File: src/rtl/fifo_out_stage_if.sv
// Handshake bundle between an upstream synchronous FIFO, the output stage
// and the downstream stream consumer. The master modport is the output
// stage itself; the slave modport is the environment around it.
interface fifo_out_stage_if #(
  parameter int DATA_WIDTH = 8
);
  logic                  fifo_empty;
  logic                  fifo_rd_en;
  logic [DATA_WIDTH-1:0] fifo_dout;
  logic                  m_valid;
  logic                  m_ready;
  logic [DATA_WIDTH-1:0] m_data;

  modport master (
    input  fifo_empty,
    input  fifo_dout,
    input  m_ready,
    output fifo_rd_en,
    output m_valid,
    output m_data
  );

  modport slave (
    output fifo_empty,
    output fifo_dout,
    output m_ready,
    input  fifo_rd_en,
    input  m_valid,
    input  m_data
  );
endinterface

File: src/rtl/fifo_out_stage.sv
// fifo_out_stage: turns a synchronous FIFO with one-cycle read latency into a
// valid/ready stream. A two-entry in-order buffer (head, skid) absorbs the
// read that is still in flight when the consumer stalls, so full throughput
// is kept without a combinational path from m_ready to the FIFO data.
//
// Optional feature: define FIFO_OUT_STAGE_CNT_EN to add the 16-bit out_count
// port, a wrapping count of words accepted by the consumer.
module fifo_out_stage #(
  parameter int DATA_WIDTH = 8
) (
  input  logic             clk,
  input  logic             rst_n,
  fifo_out_stage_if.master bus
`ifdef FIFO_OUT_STAGE_CNT_EN
  ,
  output logic [15:0]      out_count
`endif
);

  logic [1:0]            occ;       // words held in head/skid: 0, 1 or 2
  logic                  inflight;  // a read was issued last cycle
  logic                  run;       // first edge after reset release seen
  logic [DATA_WIDTH-1:0] head;
  logic [DATA_WIDTH-1:0] skid;
  logic                  pop;
  logic [1:0]            occ_next;  // occ + inflight - pop, never negative

  // Handshake decode: reads are only issued while the next occupancy leaves
  // room for the word that the read will return.
  always_comb begin
    // NOTE: every signal here is assigned unconditionally first, so the block
    // can never infer a latch.
    pop            = 1'b0;
    occ_next       = occ;
    bus.fifo_rd_en = 1'b0;
    pop            = (occ != 2'd0) && bus.m_ready;
    occ_next       = occ + {1'b0, inflight} - {1'b0, pop};
    bus.fifo_rd_en = run && !bus.fifo_empty && (occ_next <= 2'd1);
  end

  assign bus.m_valid = (occ != 2'd0);
  assign bus.m_data  = head;

  // Occupancy, outstanding-read flag and the post-reset read enable.
  always_ff @(posedge clk or negedge rst_n) begin
    if (!rst_n) begin
      occ      <= 2'd0;
      inflight <= 1'b0;
      run      <= 1'b0;
    end else begin
      // NOTE: sequential state uses non-blocking assignments so that every
      // flop samples the values from before the edge.
      occ      <= occ_next;
      inflight <= bus.fifo_rd_en;
      run      <= 1'b1;
    end
  end

  // Buffer entries: capture the returning FIFO word and shift skid to head.
  always_ff @(posedge clk or negedge rst_n) begin
    if (!rst_n) begin
      // NOTE: the two storage entries are reset so m_data reads zero during
      // and right after reset; occ alone already marks them as empty.
      head <= '0;
      skid <= '0;
    end else if (pop) begin
      if (occ == 2'd2) begin
        head <= skid;
        if (inflight) begin
          skid <= bus.fifo_dout;
        end
      end else if (inflight) begin
        head <= bus.fifo_dout;
      end
    end else if (inflight) begin
      if (occ == 2'd0) begin
        head <= bus.fifo_dout;
      end else begin
        skid <= bus.fifo_dout;
      end
    end
  end

`ifdef FIFO_OUT_STAGE_CNT_EN
  // Count words accepted by the consumer, wrapping at 16 bits.
  always_ff @(posedge clk or negedge rst_n) begin
    if (!rst_n) begin
      out_count <= 16'd0;
    end else if (pop) begin
      out_count <= out_count + 16'd1;
    end
  end
`endif

endmodule

File: src/flat_wrapper.sv
// flat-port wrapper written by rule: the top's interface ports become plain ports
module fifo_out_stage_flat 
#(
  parameter int DATA_WIDTH = 8
)
  (clk, rst_n, bus_fifo_empty, bus_fifo_dout, bus_m_ready, bus_fifo_rd_en, bus_m_valid, bus_m_data);
  fifo_out_stage_if #(.DATA_WIDTH(DATA_WIDTH)) bus_i ();
  input  logic clk;
  input  logic rst_n;
  input wire logic [$bits(bus_i.fifo_empty)-1:0] bus_fifo_empty;
  input wire logic [$bits(bus_i.fifo_dout)-1:0] bus_fifo_dout;
  input wire logic [$bits(bus_i.m_ready)-1:0] bus_m_ready;
  output wire logic [$bits(bus_i.fifo_rd_en)-1:0] bus_fifo_rd_en;
  output wire logic [$bits(bus_i.m_valid)-1:0] bus_m_valid;
  output wire logic [$bits(bus_i.m_data)-1:0] bus_m_data;
  assign bus_i.fifo_empty = bus_fifo_empty;
  assign bus_i.fifo_dout = bus_fifo_dout;
  assign bus_i.m_ready = bus_m_ready;
  assign bus_fifo_rd_en = bus_i.fifo_rd_en;
  assign bus_m_valid = bus_i.m_valid;
  assign bus_m_data = bus_i.m_data;
  fifo_out_stage #(.DATA_WIDTH(DATA_WIDTH)) u_core (.clk(clk), .rst_n(rst_n), .bus(bus_i));
endmodule
File: config.mk
export PLATFORM = sky130hd
export DESIGN_NAME = fifo_out_stage_flat
export DESIGN_NICKNAME = d
export VERILOG_FILES = /design/src/rtl/fifo_out_stage_if.sv /design/src/rtl/fifo_out_stage.sv /design/src/flat_wrapper.sv
export SDC_FILE = /design/constraint.sdc
export NUM_CORES = 1
export LEC_CHECK = 0
export BUFFER_PORTS_ARGS = -buffer_cell sky130_fd_sc_hd__buf_2
export CAP_MARGIN = 15
export CORE_UTILIZATION = 35
export CTS_CLUSTER_SIZE = 14
export DETAILED_ROUTE_END_ITERATION = 12
export PLACE_DENSITY_LB_ADDON = 0.05
export SETUP_SLACK_MARGIN = 0.5
export SYNTH_ARGS = -nofsm -noshare
export SYNTH_HDL_FRONTEND = slang
export SYNTH_SLANG_ARGS = --single-unit
File: constraint.sdc
create_clock -name clk -period 2.28 [get_ports clk]
set_input_delay 0.342 -clock clk [delete_from_list [all_inputs] [get_ports clk]]
set_output_delay 0.342 -clock clk [all_outputs]
set_load 0.02 [all_outputs]
==> flow_summary.yaml <==
clock_network:
  insertion_delay_ps: 300
  clk_pin_slew_worst_paths_ps: 110
  cts.sinks: 20
  cts_max_level: 1
  cts-root-buf: "clkbuf_4"
  numCtsBuffers: 3
  cts_tree: "yes"
  ctsLongestPathBuffers: 2
power:
  ir_drop_uv: 699
  design_power_total_mw: 1.60
  p_leak_nw: 0.596
  p_per_area_nw_per_um2: 1250
global_routing:
  gr-total-overflow: 0
  first_global_vias: 707
  grt_pass1_wl_um: 3530
  grtUsageMet2: 0.264
  met3_usage: 0.0528
  grt_use_total: 0.176
  groute.layer.met1.usage: 0.244
  antenna_found_initial: 0
  grt.busiest_layer: "met2"
  grt_max_degree: 21
hold_path:
  whs_path_depth: 2
  worstHoldStart: "bus_fifo_empty"
  hold_class: "in -> reg"
  hold_end: "u_core.inflight$_DFF_PN0_"
final_layout:
  antennaDiodeCount: 0
  seqCellArea_um2: 502
  mostFrequentLayoutCells: "buf_2, dfrtp_1, buf_4"
  n_fill_cell: 226
  drive_gt1_frac: 0.504
  nNetsFinal: 129
  multi_input_area_um2: 478
  syn_to_final_growth_pct: 34.6
critical_path:
  path_class: "reg -> out"
  rr_endpoint: "u_core.skid[1]$_DFFE_PN0P_"
  worst-path-max-fanout: 3
  crit_arrival_ps: 1740
  cp-start-kind: "flip-flop"
  worst_r2r_path_depth: 7
  cp_data_required_time_ps: 1940
  r2r_setup_slack_ps: 740
  cp-end-kind: "output pin"
  r2r-start: "u_core.occ[0]$_DFF_PN0_"
sta:
  fin_crit_sh: 0.913
  final_hold_viol_count: 0
  finalSetupViolCount: 0
  min_period_ps: 2080
  tns_ps: 0
  fmax_mhz: 480
  rsz0062_at_grt: "true"
  fin_skew_ps: 2.17
  slew_violations: 0
place:
  hpwl_um: 1400
  gp_congestion: 0.651
  port_buffers: 21
drt:
  wl_per_cell_um: 15.5
  dr.first_iter.drc_count: 16
  vias: 761
  routed_via_density: 5.25
  wirelength_um: 2240
  final_antenna_net_count: 0
  dr.pass1.iters: 4
  drc_errors: 0
synth:
  synth_top_area_share: 0.524
  synthCells: 80
  synth.avg_cell_area_um2: 11.9
  ys_ff_latch: 20
  syn-num-nets: 93
  synth_largest_area_cell: "dfrtp_1"
  synth_cell_types: 22
  syn-cell-area_um2: 955
  yosysSeqAreaShare: 0.524
  synth_area_leaders: "dfrtp_1, mux2_2, o211a_1"
  ys_warn_count: 0
floorplanning:
  dieArea_um2: 2940
  core_area_um2: 2520
  die_w_um: 54.2
  rows: 18
  fp.dieH_um: 54.2
  boundaryPins: 22
  start_util: 0.378
run:
  cap_violations: 0
run_status:
  status: "completed"
synthesized netlist by cell type:
cell type / instances
o21ai_1: 1
nor3b_1: 1
conb_1: 1
o211a_1: 8
or3_1: 8
nor2_2: 1
nor2b_1: 8
a21boi_0: 1
buf_6: 1
buf_2: 2
nor4b_1: 1
nand2b_1: 2
o21ai_0: 9
dfrtp_1: 20
mux2i_1: 1
mux2_2: 8
and2_1: 1
nand2_1: 1
ha_1: 1
nand3b_4: 1
inv_1: 2
or2_2: 1
flip-flops by register name, indices dropped and copies added, names as in the netlist:
signal             count
u_core.bus.m_data      8
u_core.occ             2
u_core.inflight        1
u_core.run             1
u_core.skid            8
worst max-delay path: stages (launching register included):
cell and delay (ps):
dfrtp_1 420, buf_6 130, nand2b_4 60, o21ai_2 50, ha_2 170, a21boi_4 140
nor4b_4 270, buf_4 180
kinds of logic (layout without fill, tap and decap cells):
family                     count (synthesis)  after routing  share of synthesized area
muxes                                      9              9                      0.105
buffers and inverters                      5             40                     0.0301
AOI/OAI and AO/OA                         19             19                      0.144
and+or+nand+nor                           25             25                      0.180
other                                      1              1                    0.00393
DFF                                       20             20                      0.524
adders and majority gates                  1              1                     0.0131
area by class of cell:
cell class | count | share of cell area
Clock buffer | 4 | 0.0282
Tap cell | 30 | 0.0292
Timing Repair Buffer | 34 | 0.172
Multi-Input combinational cell | 55 | 0.372
Inverter | 2 | 0.00779
Sequential cell | 20 | 0.390
per-layer routing:
metal | share of wire | vias to the layer above
met5 | 0 | -
met4 | 0.019 | 0
met3 | 0.053 | 6
met2 | 0.46 | 24
met1 | 0.46 | 377
li1 | - | 354
worst max path at each step:
stage                                end  cells after the start                     from  slack (ps)
after detailed placement  bus_fifo_rd_en                      6  u_core.occ[1]$_DFF_PN0_         270
after floorplan           bus_fifo_rd_en                      6  u_core.occ[0]$_DFF_PN0_         500
after global routing      bus_fifo_rd_en                      7  u_core.occ[0]$_DFF_PN0_          90
after global placement    bus_fifo_rd_en                      6  u_core.occ[1]$_DFF_PN0_         350
after CTS                 bus_fifo_rd_en                      7  u_core.occ[0]$_DFF_PN0_         190
final                     bus_fifo_rd_en                      7  u_core.occ[0]$_DFF_PN0_         200
timing repair:
item | in CTS | in global routing
setup buffers | 5 | 3
cloned | 0 | 0
resized for setup | 8 | 4
pin swaps | 2 | 0
endpoints found under the hold margin | 20 | 0
endpoints found under the setup margin | 1 | 2
hold buffers | 1 | 0
metrics by stage:
step           utilization  hold slack [ps]  setup WS (ps)  std cells  instance area (um2)
6_report             0.509              225            199        145                 1280
5_1_grt              0.509              197           87.3        145                 1280
4_1_cts              0.497              212            188        142                 1250
3_5_place_dp         0.453              325            267        132                 1140
3_3_place_gp         0.453              328            353        132                 1140
2_1_floorplan            -             46.4            501         80                  997
report_power, final:
part / total (mW) / internal (mW) / leakage, nW / switching [mW]
registers: 0.588 / 0.508 / 0.229 / 0.0803
clock network: 0.206 / 0.0974 / 0.0210 / 0.109
logic: 0.807 / 0.412 / 0.346 / 0.394
total: 1.60 / 1.02 / 0.596 / 0.583
Note: power is estimated with default switching activity, not from simulation.
